[config.mk]
export PLATFORM = sky130hd
export DESIGN_NAME = calc_op_ctrl
export DESIGN_NICKNAME = d
export VERILOG_FILES = /design/src/rtl/calc_pkg.sv /design/src/rtl/calc_md_watchdog.sv /design/src/rtl/calc_op_ctrl.sv
export SDC_FILE = /design/constraint.sdc
export NUM_CORES = 1
export LEC_CHECK = 0
export BUFFER_PORTS_ARGS = -buffer_cell sky130_fd_sc_hd__buf_2
export CAP_MARGIN = 20
export CORE_MARGIN = 2
export CORE_UTILIZATION = 45
export DETAILED_ROUTE_END_ITERATION = 12
export PLACE_DENSITY = 0.72
export SLEW_MARGIN = 20
export SYNTH_ARGS = -nofsm -noshare
export SYNTH_HDL_FRONTEND = slang
export SYNTH_SLANG_ARGS = --single-unit
[constraint.sdc]
create_clock -name clk -period 2.35 [get_ports clk]
set_input_delay 0.235 -clock clk [delete_from_list [all_inputs] [get_ports clk]]
set_output_delay 0.235 -clock clk [all_outputs]
set_load 0.02 [all_outputs]
[src/rtl/calc_pkg.sv]
// Shared definitions for the calculator sequencing controller.
package calc_pkg;

    localparam int DATA_W_DEF = 8;

    localparam logic [1:0] OP_ADD = 2'b00;
    localparam logic [1:0] OP_SUB = 2'b01;
    localparam logic [1:0] OP_MUL = 2'b10;
    localparam logic [1:0] OP_DIV = 2'b11;

    typedef enum logic [2:0] {
        ST_IDLE,
        ST_AS_EXEC,
        ST_MD_START,
        ST_MD_WAIT,
        ST_DONE
    } calc_state_t;

endpackage

[src/rtl/calc_md_watchdog.sv]
// Cycle counter bounding how long the controller waits on the mul/div unit.
module calc_md_watchdog #(
    parameter int MD_TIMEOUT = 16
) (
    input  logic clk,
    input  logic rst_n,
    input  logic clear,
    input  logic enable,
    output logic expired
);

    localparam int CNT_W = $clog2(MD_TIMEOUT + 1);
    localparam logic [CNT_W-1:0] CNT_LAST = CNT_W'(MD_TIMEOUT - 1);
    localparam logic [CNT_W-1:0] CNT_MAX  = CNT_W'(MD_TIMEOUT);

    logic [CNT_W-1:0] cnt_q, cnt_d;

    always_comb begin
        cnt_d = cnt_q;
        if (clear) begin
            cnt_d = '0;
        end else if (enable && (cnt_q != CNT_MAX)) begin
            cnt_d = cnt_q + 1'b1;
        end
    end

    always_ff @(posedge clk or negedge rst_n) begin
        if (!rst_n) begin
            cnt_q <= '0;
        end else begin
            cnt_q <= cnt_d;
        end
    end

    // Fires during the MD_TIMEOUT-th enabled cycle, i.e. as the count reaches the limit.
    assign expired = enable && !clear && (cnt_q == CNT_LAST);

endmodule

[src/rtl/calc_op_ctrl.sv]
// Operation sequencer: latches a request, steers add/sub or mul/div, captures the result.
module calc_op_ctrl
    import calc_pkg::*;
#(
    parameter int DATA_W     = DATA_W_DEF,
    parameter int MD_TIMEOUT = 16
) (
    input  logic              clk,
    input  logic              rst_n,
    input  logic              start,
    input  logic [1:0]        op_in,
    input  logic [DATA_W-1:0] a_in,
    input  logic [DATA_W-1:0] b_in,
    output logic              busy,
    output logic [1:0]        op_q,
    output logic [DATA_W-1:0] opa,
    output logic [DATA_W-1:0] opb,
    output logic              md_start,
    input  logic              md_done,
    input  logic [DATA_W-1:0] addsub_res,
    input  logic              addsub_ovf,
    input  logic [DATA_W-1:0] muldiv_res,
    input  logic              muldiv_err,
    output logic [DATA_W-1:0] res_out,
    output logic              ovf_out,
    output logic              err_out,
    output logic              res_valid
);

    calc_state_t       state_q, state_d;
    logic              busy_q, busy_d;
    logic [1:0]        op_d;
    logic [DATA_W-1:0] opa_q, opa_d, opb_q, opb_d;
    logic              md_start_q, md_start_d;
    logic [DATA_W-1:0] res_q, res_d;
    logic              ovf_q, ovf_d, err_q, err_d;
    logic              res_valid_q, res_valid_d;
    logic              wd_expired;

    calc_md_watchdog #(.MD_TIMEOUT(MD_TIMEOUT)) u_watchdog (
        .clk     (clk),
        .rst_n   (rst_n),
        .clear   (state_q == ST_MD_START),
        .enable  (state_q == ST_MD_WAIT),
        .expired (wd_expired)
    );

    always_comb begin
        state_d     = state_q;
        op_d        = op_q;
        opa_d       = opa_q;
        opb_d       = opb_q;
        md_start_d  = 1'b0;
        res_d       = res_q;
        ovf_d       = ovf_q;
        err_d       = err_q;
        res_valid_d = 1'b0;
        case (state_q)
            ST_IDLE: begin
                if (start) begin
                    op_d  = op_in;
                    opa_d = a_in;
                    opb_d = b_in;
                    if ((op_in == OP_ADD) || (op_in == OP_SUB)) begin
                        state_d = ST_AS_EXEC;
                    end else if ((op_in == OP_DIV) && (b_in == '0)) begin
                        // Divide-by-zero is resolved here; the mul/div unit is never started.
                        state_d     = ST_DONE;
                        res_d       = '0;
                        ovf_d       = 1'b0;
                        err_d       = 1'b1;
                        res_valid_d = 1'b1;
                    end else begin
                        state_d    = ST_MD_START;
                        md_start_d = 1'b1;
                    end
                end
            end
            ST_AS_EXEC: begin
                state_d     = ST_DONE;
                res_d       = addsub_res;
                ovf_d       = addsub_ovf;
                err_d       = 1'b0;
                res_valid_d = 1'b1;
            end
            ST_MD_START: begin
                state_d = ST_MD_WAIT;
            end
            ST_MD_WAIT: begin
                if (md_done) begin
                    state_d     = ST_DONE;
                    res_d       = muldiv_res;
                    ovf_d       = 1'b0;
                    err_d       = muldiv_err;
                    res_valid_d = 1'b1;
                end else if (wd_expired) begin
                    state_d     = ST_DONE;
                    res_d       = '0;
                    ovf_d       = 1'b0;
                    err_d       = 1'b1;
                    res_valid_d = 1'b1;
                end
            end
            ST_DONE: begin
                state_d = ST_IDLE;
            end
            default: begin
                state_d = ST_IDLE;
            end
        endcase
        busy_d = (state_d != ST_IDLE);
    end

    always_ff @(posedge clk or negedge rst_n) begin
        if (!rst_n) begin
            state_q     <= ST_IDLE;
            busy_q      <= 1'b0;
            op_q        <= '0;
            opa_q       <= '0;
            opb_q       <= '0;
            md_start_q  <= 1'b0;
            res_q       <= '0;
            ovf_q       <= 1'b0;
            err_q       <= 1'b0;
            res_valid_q <= 1'b0;
        end else begin
            state_q     <= state_d;
            busy_q      <= busy_d;
            op_q        <= op_d;
            opa_q       <= opa_d;
            opb_q       <= opb_d;
            md_start_q  <= md_start_d;
            res_q       <= res_d;
            ovf_q       <= ovf_d;
            err_q       <= err_d;
            res_valid_q <= res_valid_d;
        end
    end

    assign busy      = busy_q;
    assign opa       = opa_q;
    assign opb       = opb_q;
    assign md_start  = md_start_q;
    assign res_out   = res_q;
    assign ovf_out   = ovf_q;
    assign err_out   = err_q;
    assign res_valid = res_valid_q;

endmodule
-- Yosys cells after proc, flatten, opt, wreduce, memory -nomap -nowiden
Index checks and enable logic that the tools add are counted.
- output and inout bits: 31
- flip-flop bits (word level): 39
- word-level logic and storage cells: 73
- reduce and logical (&&, ||, !) cells: 14
- multiplexer cells: 36
- eq/ne operators: 11
- add/subtract/negate cells: 1
- operators with widths (cell ; number):
    $mux W8 ; 5
    $pmux W8 S3 ; 1
    $mux W1 ; 19
    $mux W3 ; 5
    $pmux W3 S4 ; 1
    $mux W5 ; 2
    $pmux W1 S3 ; 3
    $logic_not A8 Y1 ; 1
    $eq A3 B2 Y1 const B ; 2
    $ne A2 B2 Y1 const B ; 3
    $reduce_bool A3 Y1 ; 2
    $add A5 B1 Y5 const B ; 1
    $eq A5 B4 Y1 const B ; 1
    $ne A5 B5 Y1 const B ; 1
    $reduce_and A5 Y1 ; 1
    $logic_and A1 B1 Y1 ; 4
    $eq A3 B1 Y1 const B ; 1
    $logic_not A3 Y1 ; 1
    $ne A3 B3 Y1 const B ; 1
    $eq A2 B1 Y1 const B ; 1
    $eq A2 B2 Y1 const B ; 1
    $logic_not A2 Y1 ; 1
    $reduce_and A2 Y1 ; 1
    $reduce_bool A2 Y1 ; 1
    2 further kinds ; 2

-- Longest topological paths before layout
Gate-level depths: netlist of run 1.
- word-level depth: 8
- mapped depth: 6

-- Hierarchy
Synthesis of run 1 repeated with hierarchy kept, for this count alone.
- cell total of the unflattened synthesis: 153
- area, all modules: 1829.3 µm²
- by module, submodules not included (module ; cells each ; sequential area each (µm²) ; instances ; area each (µm²)):
    calc_op_ctrl ; 122 ; 850.8 ; 1 ; 1505.2
    calc_md_watchdog ; 31 ; 125.1 ; 1 ; 324.1

-- Worst setup path before layout of run 1
OpenSTA, ideal clock, no wires.
- path kind: register -> register
- from: reg u_watchdog.cnt_q[0]
- to: reg err_q, in the netlist err_out
- stages on the path, launching flop included: 7
- arrival: 1675 ps
- path buffers: 0
- path slack: 549 ps
- data required time: 2224 ps
- cells stage by stage: dfrtp_1 -> ha_1 -> and3_1 -> ha_1 -> nor3b_4 -> nor2_1 -> o32a_1
- longest elaborated chain between the ends: 4
- RTL lines (element ; RTL line ; text):
    from (decl) ; calc_md_watchdog.sv:16 ; logic [CNT_W-1:0] cnt_q, cnt_d;
    from (signal assigned) ; calc_md_watchdog.sv:31 ; cnt_q <= cnt_d;
    $eq A5 B4 Y1 ; calc_md_watchdog.sv:36 ; assign expired = enable && !clear && (cnt_q == CNT_LAST);
    $logic_and A1 B1 Y1 ; calc_md_watchdog.sv:36 ;
    $ne A3 B3 Y1 (no source line) ; n/a ;
    $reduce_and A5 Y1 (no source line) ; n/a ;
    to (signal assigned) ; calc_op_ctrl.sv:135 ; err_q <= err_d;
    to (decl) ; calc_op_ctrl.sv:36 ; logic ovf_q, ovf_d, err_q, err_d;
Every way passes these cells.
A chain may end at the register's enable or synchronous reset.

-- Worst setup path after layout of run 1
Same ends and word-level chain as after synthesis.

==> metrics.md, run 1 <==
| Metric | Value |
|---|---|
| ANT nets after route | 0 |
| Critical Path RT | 2.52 ns |
| Port buffer count | 70 |
| CTS Buf Count | 5 |
| DR pass1 iterations | 4 |
| CTS sink count | 39 |
| P per Cell Area | 1310 nW/µm² |
| Worst-path clk slew | about 0.070 ns |
| Placed cell count | 265 |
| Initial antenna violation count | 0 |
| Main flop type after synthesis | dfrtp_1 |
| CP arrival | 1.98 ns |
| Final hold viol count | 0 |
| Leakage | approximately 0.0011 µW |
| Die ar. | about 4500 µm² |
| Total GRT Usage | 18.5% |
| Minimum clock period | 1.80 ns |
| Crit. End Element | flip-flop |
| Final wirelength | 3.86 mm |
| Kind of critical path | reg -> reg |
| Post-Syn Instances | 153 |
| Maximum clock frequency | 555 MHz |
| Post-cts sizing count | 0 |
| Clock Root Buffer | clkbuf_8 |
| I/O Pins | slightly above 70 |
| Setup Buffers After CTS | 0 |
| Overflow after GRT | 0 |
| Sequential fraction of the synthesis area | 54.7% |
| Number of global-route vias before repair | 1390 |
| Die H | 67.0 µm |
| Syn avg cell area | 11.7 µm² |
| Synthesis-stage register bit count | 39 |
| P&R area growth vs syn | 25.9% |
| Slew at the pin with the worst max-slew slack | between 0.8 and 0.9 ns |
| Max-cap violations | 0 |
| ANT cells | 0 |
| DR vias | 1437 |
| Layout cells sized above 1 | 44.4% |
| # rows | 22 |
| DP HPWL | 2.79 mm |
| Mapped Area | 1780 µm² |
| Setup TNS | 0 ns |
| CTS H-tree lvls | 2 |
| HP Class | in -> async |
| RSZ-0062 raised after global routing | no |
| Mapped Nets | 196 |
| Final WS setup | 0.547 ns |
| Nets | 267 |
| Dpl ws | 0.560 ns |
| Worst vdd ir | 680 µV |
| Final worst path period share | 76.7% |
| Final non-filler cell total | 273 |
| Worst-path maximum fanout | 5 |
| Synth Warn # | 0 |
| Routed vias/inst | 5.26 |
| Yosys cell types | 31 |
| Rel. slew slack | 42.5% |
| Setup crit start kind | flip-flop |
| Final setup viols | 0 |
| Ys async rst share | 100% |
| Clock Latency Late Sink | 0.29 ns |
| Global-route wire length before repair | 6.18 mm |
| Width of the die | 67.0 µm |
| CTS tree | yes |
| DRT iter0 DRCs | 33 |
| Status | completed |
| Largest net degree at the start of global routing | 40 |
| Slew Viols, Final | 0 |
| Area of the core | 3740 µm² |
| Initial Util | between 40% and 50% |
| Clock buffer depth | 2 |
| Hold-fix buffers, CTS | 0 |
| DR DRC count | 0 |
| Clock skew | approximately 0.0040 ns |
| EDFF count, synth | 0 |
| Drt wl/cell | 14.1 µm |
| RePlAce Congestion | about 0.84 |
==> final cells by class <==
| cell class | count | area, µm² |
|---|---|---|
| Fill cell | 334 | 1500 |
| Sequential cell | 39 | 976 |
| Clock inverter | 1 | 5.00 |
| Timing Repair Buffer | 73 | 373 |
| Inverter | 9 | 33.8 |
| Tap cell | 48 | 60.1 |
| Multi-Input combinational cell | 96 | 723 |
| Clock buffer | 7 | 76.3 |
==> metal layers <==
metal	vias up	global-route usage, %	routed length, µm	part of all wire (%)
met1	678	21.3	1700	44
met4	0	7.14	38	0.99
met3	3	6.08	285	7.4
met5	-	0	0	0
li1	694	-	-	-
met2	62	31.8	1840	48
==> worst max-delay path, cell delays in order, from the launching register on <==
cell and delay, ns:
dfrtp_1 0.42, ha_1 0.25, and3_1 0.19, ha_1 0.21
nor3b_4 0.19, nor2_1 0.08, o32a_1 0.35
==> layout by cell type, fill, tap and decap left out, drive strengths merged, types with 2 or more instances in the layout <==
master,count
a21o,2
a31oi,8
a32o,2
and3,2
and4,2
buf,73
clkbuf,7
dfrtp,39
ha,3
inv,9
mux2,17
nand2,4
nand2b,2
nor2,7
nor2b,9
nor4,2
o21ai,14
o22ai,10
or2,2
==> where the power goes <==
part	internal, µW	switching [µW]
Clock	208	218
Sequential	972	180
Combinational	569	789
Total	1750	1190
==> cell usage after synthesis (all sizes together), types with 3 or more instances <==
cell type	instances	area [µm²]
dfrtp	39	976
mux2	17	191
o21ai	14	70.1
o22ai	10	62.6
inv	9	33.8
nor2b	9	56.3
a31oi	8	50.1
buf	8	47.5
nor2	7	26.3
nand2	4	15.0
ha	3	37.5
==> worst paths after layout <==
kind / from / end / slack [ns] / cells past startpoint
worst max-delay path: u_watchdog.cnt_q[0] / err_out / 0.55 / 6
worst min-delay path: rst_n / opa[5] / 0.06 / 1
max in group asynchronous: rst_n / u_watchdog.cnt_q[4] / 1.75 / 1
worst max register to register: u_watchdog.cnt_q[0] / err_out / 0.55 / 6
min in group clk: op_in[1] / state_q[0] / 0.17 / 2
worst min register to register: opa[5] / opa[5] / 0.50 / 1
==> state kept, by name, summed over array words and instances, names as in the netlist <==
register	count
busy	1
err_out	1
md_start	1
op_q	2
opa	8
opb	8
ovf_out	1
res_out	8
res_valid	1
state_q	3
u_watchdog.cnt_q	5
==> through the flow <==
step	util [%]	power [µW]	hold WS, ns	cell area [µm²]
global placement	57.9	2490	0.392	2170
CTS	60.0	2980	0.0743	2250
finish	60.0	2940	0.0601	2250
global route	60.0	3150	0.122	2250
detailed placement	57.9	2540	0.393	2170
floorplan	-	2100	-0.0606	1780
==> logic make-up after synthesis <==
family / after synthesis / share of synthesized area (%)
AOI/OAI and AO/OA: 41 / 14.5
buffers and inverters: 18 / 4.77
muxes: 17 / 10.7
adders and majority gates: 3 / 2.10
DFF: 39 / 54.7
and+or+nand+nor: 35 / 13.2
(Power assumes the default switching activity.)
==> run 2, diff against run 1 <==
Settings changed: CORE_UTILIZATION 45 to 43.
Clock period 2.35 ns to 1.55 ns, I/O delays scaled along.
==> metrics.md, run 2 (synthesis gave the netlist of run 1 again) <==
| Metric | Value |
|---|---|
| Status | finished, violations left |
| Failing checks | negative setup slack |
| Area of the core | around 4000 µm² |
| Setup Buffers After CTS | 0 |
| Power Total | 4620 µW |
| Slew at the pin with the worst max-slew slack | 0.465 ns |
| Final setup viols | 12 |
| Critical path's top delay family | simple AND/OR/NAND/NOR gates |
| P per Cell Area | 1920 nW/µm² |
| Clock Latency Late Sink | 0.29 ns |
| Maximum clock frequency | 616 MHz |
| Clock buffer depth | 2 |
| Sequential cell area | a little under 1000 µm² |
| DR pass1 iterations | 4 |
| CTS tree | yes |
| Nets | 279 |
| Placed cell count | 277 |
| Total GRT Usage | 17.5% |
| CP arrival | 1.84 ns |
| RSZ-0062 raised after global routing | yes |
| P&R area growth vs syn | 34.6% |
| Initial Util | between 40 and 50% |
| Hold slack | 0.0695 ns |
| Final hold viol count | 0 |
| CTS sink count | 39 |
| Initial antenna violation count | 0 |
| Critical path cell sequence | ha_2 -> and3_4 -> ha_4 -> nor3b_4 -> buf_2 -> o21ai_1 -> o22ai_1 |
| Leakage | about 0.0012 µW |
| DR DRC count | 0 |
| I/O Pins | roughly 70 |
| Commonest non-fill, non-tap cell in the layout | buf_2 |
| Port buffer count | 70 |
| Worst vdd ir | 1010 µV |
| ANT cells | 0 |
| CTS H-tree lvls | 2 |
| # rows | 23 |
| RePlAce Congestion | between 0.7 and 0.8 |
| CTS Buf Count | 5 |
| Worst-path clk slew | roughly 0.08 ns |
| Final worst path period share | 105% |
| Multi-input gate area in the final layout | 761 µm² |
| Setup crit start kind | flip-flop |
| Final wirelength | 3.89 mm |
| CP max stage cell | dfrtp_1 |
| DRT iter0 DRCs | 49 |
| Buf/Inv on CP | 1 |
| Clock skew | around 0.012 ns |
| Overflow after GRT | 0 |
| Crit. End Element | flip-flop |
| Most frequent cells in the layout | 71 x buf_2, 39 x dfrtp_1, 17 x mux2_2 |
| Minimum clock period | around 1.6 ns |
| Rel. slew slack | 69.0% |
| Die ar. | around 4700 µm² |
| Worst-path maximum fanout | 4 |
| Utilization after layout | 60.0% |
| DP HPWL | 2.92 mm |
| Kind of critical path | reg -> reg |
| Number of global-route vias before repair | 1360 |
| Layout cells sized above 1 | 50.2% |
| Final WS setup | -0.0736 ns |
| HP Class | in -> reg |
| Width of the die | 68.4 µm |
| Filler Cell Count | 329 |
| Critical Path RT | 1.77 ns |
| Drt wl/cell | 13.7 µm |
| DR vias | 1470 |
| CP max stage delay | roughly 0.39 ns |
| Die H | 68.4 µm |
| Setup TNS | -0.645 ns |
| Routed vias/inst | 5.16 |
| Max-cap violations | 0 |
| Reg2reg setup slack | -0.07 ns |
| Global-route wire length before repair | 5.93 mm |
| Largest net degree at the start of global routing | 23 |
| Clock Root Buffer | clkbuf_8 |
| Final non-filler cell total | 285 |
| ANT nets after route | 0 |
| Slew Viols, Final | 0 |
## run 2: cell types whose count changed in the layout (fill, tap and decap cells not counted), sizes merged
cell	previous run	this run
clkbuf	7	5
clkinvlp	0	1
dlygate4sd3	0	1
buf	73	84
clkinv	1	0
## run 2: timing repair
action | in CTS | in global routing
pin swaps | 0 | 8
hold buffers | 1 | 0
resized for setup | 6 | 5
gates cloned | 0 | 1
endpoints found under the setup margin | 10 | 18
endpoints found under the hold margin | 19 | 0
## run 2: path summary, 6_finish.rpt
check                                         start                  end  cells past startpoint
worst min register to register               opa[3]               opa[3]                      1
min in group asynchronous                     rst_n  u_watchdog.cnt_q[2]                      2
worst min-delay path                       op_in[1]           state_q[0]                      2
max in group asynchronous                     rst_n               opa[3]                      3
worst max register to register  u_watchdog.cnt_q[0]           res_out[3]                      7
worst max-delay path            u_watchdog.cnt_q[0]           res_out[3]                      7
## run 2: power by group
part | switching (µW) | leakage [µW] | internal (µW)
combinational | 1280 | 0.000654 | 998
sequential | 226 | 0.000480 | 1470
clock | 337 | 0.0000361 | 298
total | 1850 | 0.00117 | 2770
## run 2: stage by stage
step           area [µm²]  setup WS, ns
6_report             2400       -0.0736
5_1_grt              2400        -0.161
4_1_cts              2380       -0.0631
3_5_place_dp         2290       -0.0508
3_3_place_gp         2290      -0.00629
2_1_floorplan        1810        -0.151
## run 2: cell type report
type	instances	share of cell area, %
timing repair buffer	85	20.5
tap	50	2.61
clock buffer	5	2.87
multi-input combinational	96	31.7
clock inverter	1	0.313
sequential	39	40.6
inverter	9	1.41
## run 2: routing by layer
| metal | wire [µm] | track usage [%] |
|---|---|---|
| met2 | 1830 | 27.6 |
| met4 | 56 | 7.50 |
| met5 | 0 | 0 |
| met1 | 1660 | 21.3 |
| met3 | 339 | 6.58 |
==> run 3, diff against run 2 <==
Settings changed: CORE_UTILIZATION 43 to 45.
Clock period 1.55 ns to 1.8 ns, I/O delays scaled along.
==> metrics.md, run 3 (synthesis gave the netlist of run 1 again) <==
| Metric | Value |
|---|---|
| Status | completed |
| Area of the core | 3740 µm² |
| Number of global-route vias before repair | 1330 |
| Minimum clock period | 1.71 ns |
| Die H | 67.0 µm |
| RePlAce Congestion | 0.850 |
| Total GRT Usage | 17.7% |
| Width of the die | 67.0 µm |
| Max-cap violations | 0 |
| Largest net degree at the start of global routing | 40 |
| DR pass1 iterations | 4 |
| Hold depth | 2 |
| Die ar. | 4480 µm² |
| Setup Buffers After CTS | 0 |
| CP arrival | 1.88 ns |
| Internal power | 2370 µW |
| DR vias | 1441 |
| Setup TNS | 0 ns |
| Worst-path clk slew | 0.07 ns |
| R2r worst-path depth | 6 |
| Worst vdd ir | 1000 µV |
| ANT cells | 0 |
| Critical Path RT | 1.97 ns |
| Reg2reg setup slack | between 0.08 and 0.09 ns |
| Sequential share of power | 37.4% |
| Hold Path Sink | state_q[0] |
| Clock skew | 0.00333 ns |
| Commonest non-fill, non-tap cell in the layout | buf_2 |
| Final hold viol count | 0 |
| ANT nets after route | 0 |
| Share of power burned in the clock network | 14.1% |
| CTS Buf Count | 5 |
| Layout cells sized above 1 | 48.5% |
| Initial Util | ~48% |
| I/O Pins | 71 |
| Global-route wire length before repair | 5.90 mm |
| CTS sink count | 39 |
| Drt wl/cell | ~13 µm |
| Final worst path period share | 95.1% |
| Rel. slew slack | slightly below 70% |
| DP HPWL | 2.74 mm |
| P per Cell Area | roughly 1700 nW/µm² |
| Port buffer count | 70 |
| Logic pwr share | 48.6% |
| Overflow after GRT | 0 |
| Routed vias/inst | about 5 |
| Most frequent cells in the layout | 71 x buf_2, 38 x dfrtp_1, 17 x mux2_2 |
| Worst min-delay path startpoint | op_in[1] |
| Kind of critical path | reg -> reg |
| Clock Latency Late Sink | 0.28 ns |
| DR DRC count | 0 |
| Worst-path maximum fanout | 4 |
| DRT iter0 DRCs | 28 |
| CTS H-tree lvls | 2 |
| Crit. End Element | flip-flop |
| Setup crit start kind | flip-flop |
| Leakage | 0.00115 µW |
| Sw frac | 39.8% |
| Clock Root Buffer | clkbuf_8 |
| Maximum clock frequency | 584 MHz |
| Final wirelength | 3.81 mm |
| Worst R2R End | err_out |
| P&R area growth vs syn | 31.7% |
| HP Class | in -> reg |
| Initial antenna violation count | 0 |
| Net switching power | 1570 µW |
| CTS tree | yes |
| RSZ-0062 raised after global routing | no |
| Final setup viols | 0 |
| Utilization after layout | 62.8% |
| Clock buffer depth | 2 |
| Crit Reg-Reg Startpoint | u_watchdog.cnt_q[1] |
| Slew Viols, Final | 0 |
| Nets | around 280 |
| # rows | 22 |
| Slew at the pin with the worst max-slew slack | 0.478 ns |
==> run 3: cell types whose count changed in the layout (fill, tap and decap cells not counted), sizes merged <==
cell and change:
clkinv +1, buf -2, clkbuf +2, clkinvlp -1
==> run 3: critical path, stage by stage, from the launching register on <==
cell,delay [ns]
dfrtp_2,0.44
ha_4,0.17
and3_4,0.17
ha_2,0.19
nor3b_4,0.24
nor2_2,0.07
o32a_1,0.32
==> run 3: final cells by class <==
cell class                      count  area [µm²]
Sequential cell                    39         977
Inverter                            9        33.8
Fill cell                         317        1390
Clock buffer                        7        76.3
Timing Repair Buffer               83         452
Clock inverter                      1        5.00
Tap cell                           48        60.1
Multi-Input combinational cell     96         746
==> run 3: repair_timing <==
| action | 4_1_cts | 5_1_grt |
|---|---|---|
| endpoints found under the setup margin | 0 | 2 |
| gates resized for setup | 0 | 6 |
| endpoints found under the hold margin | 39 | 0 |
| hold buffers | 1 | 0 |
==> run 3: layer usage <==
layer,track usage [%],vias to the layer above,routed length (µm)
met5,0,-,0
met4,4.59,0,29
met3,6.08,3,341
met2,29.0,66,1690
met1,22.2,656,1750
li1,-,716,-
==> run 3: power groups by stage <==
stage	clock network, µW	logic [µW]	registers (µW)
finish	554	1910	1470
global route	624	2060	1520
CTS	573	1920	1470
detailed placement	0	1910	1470
global placement	0	1890	1460
floorplan	0	833	1910
==> run 3: worst max-delay path by stage <==
stage,start,to,slack [ns],depth (start not counted)
final,u_watchdog.cnt_q[1],err_out,0.09,6
after global routing,u_watchdog.cnt_q[1],res_out[1],0.02,7
after CTS,u_watchdog.cnt_q[1],err_out,0.11,6
after detailed placement,u_watchdog.cnt_q[1],err_out,0.12,6
after global placement,u_watchdog.cnt_q[1],err_out,0.14,6
after floorplan,u_watchdog.cnt_q[0],err_out,0.03,6
==> run 3: stage by stage <==
stage / setup WS [ns] / instances / hold WS [ns] / power (µW) / area, µm²
finish: 0.0881 / 283 / 0.113 / 3940 / 2350
CTS: 0.107 / 282 / 0.109 / 3960 / 2320
detailed placement: 0.122 / 273 / 0.261 / 3390 / 2230
global placement: 0.142 / 273 / 0.266 / 3350 / 2230
global route: 0.0160 / 283 / 0.106 / 4210 / 2350
floorplan: 0.0268 / 153 / -0.116 / 2740 / 1790
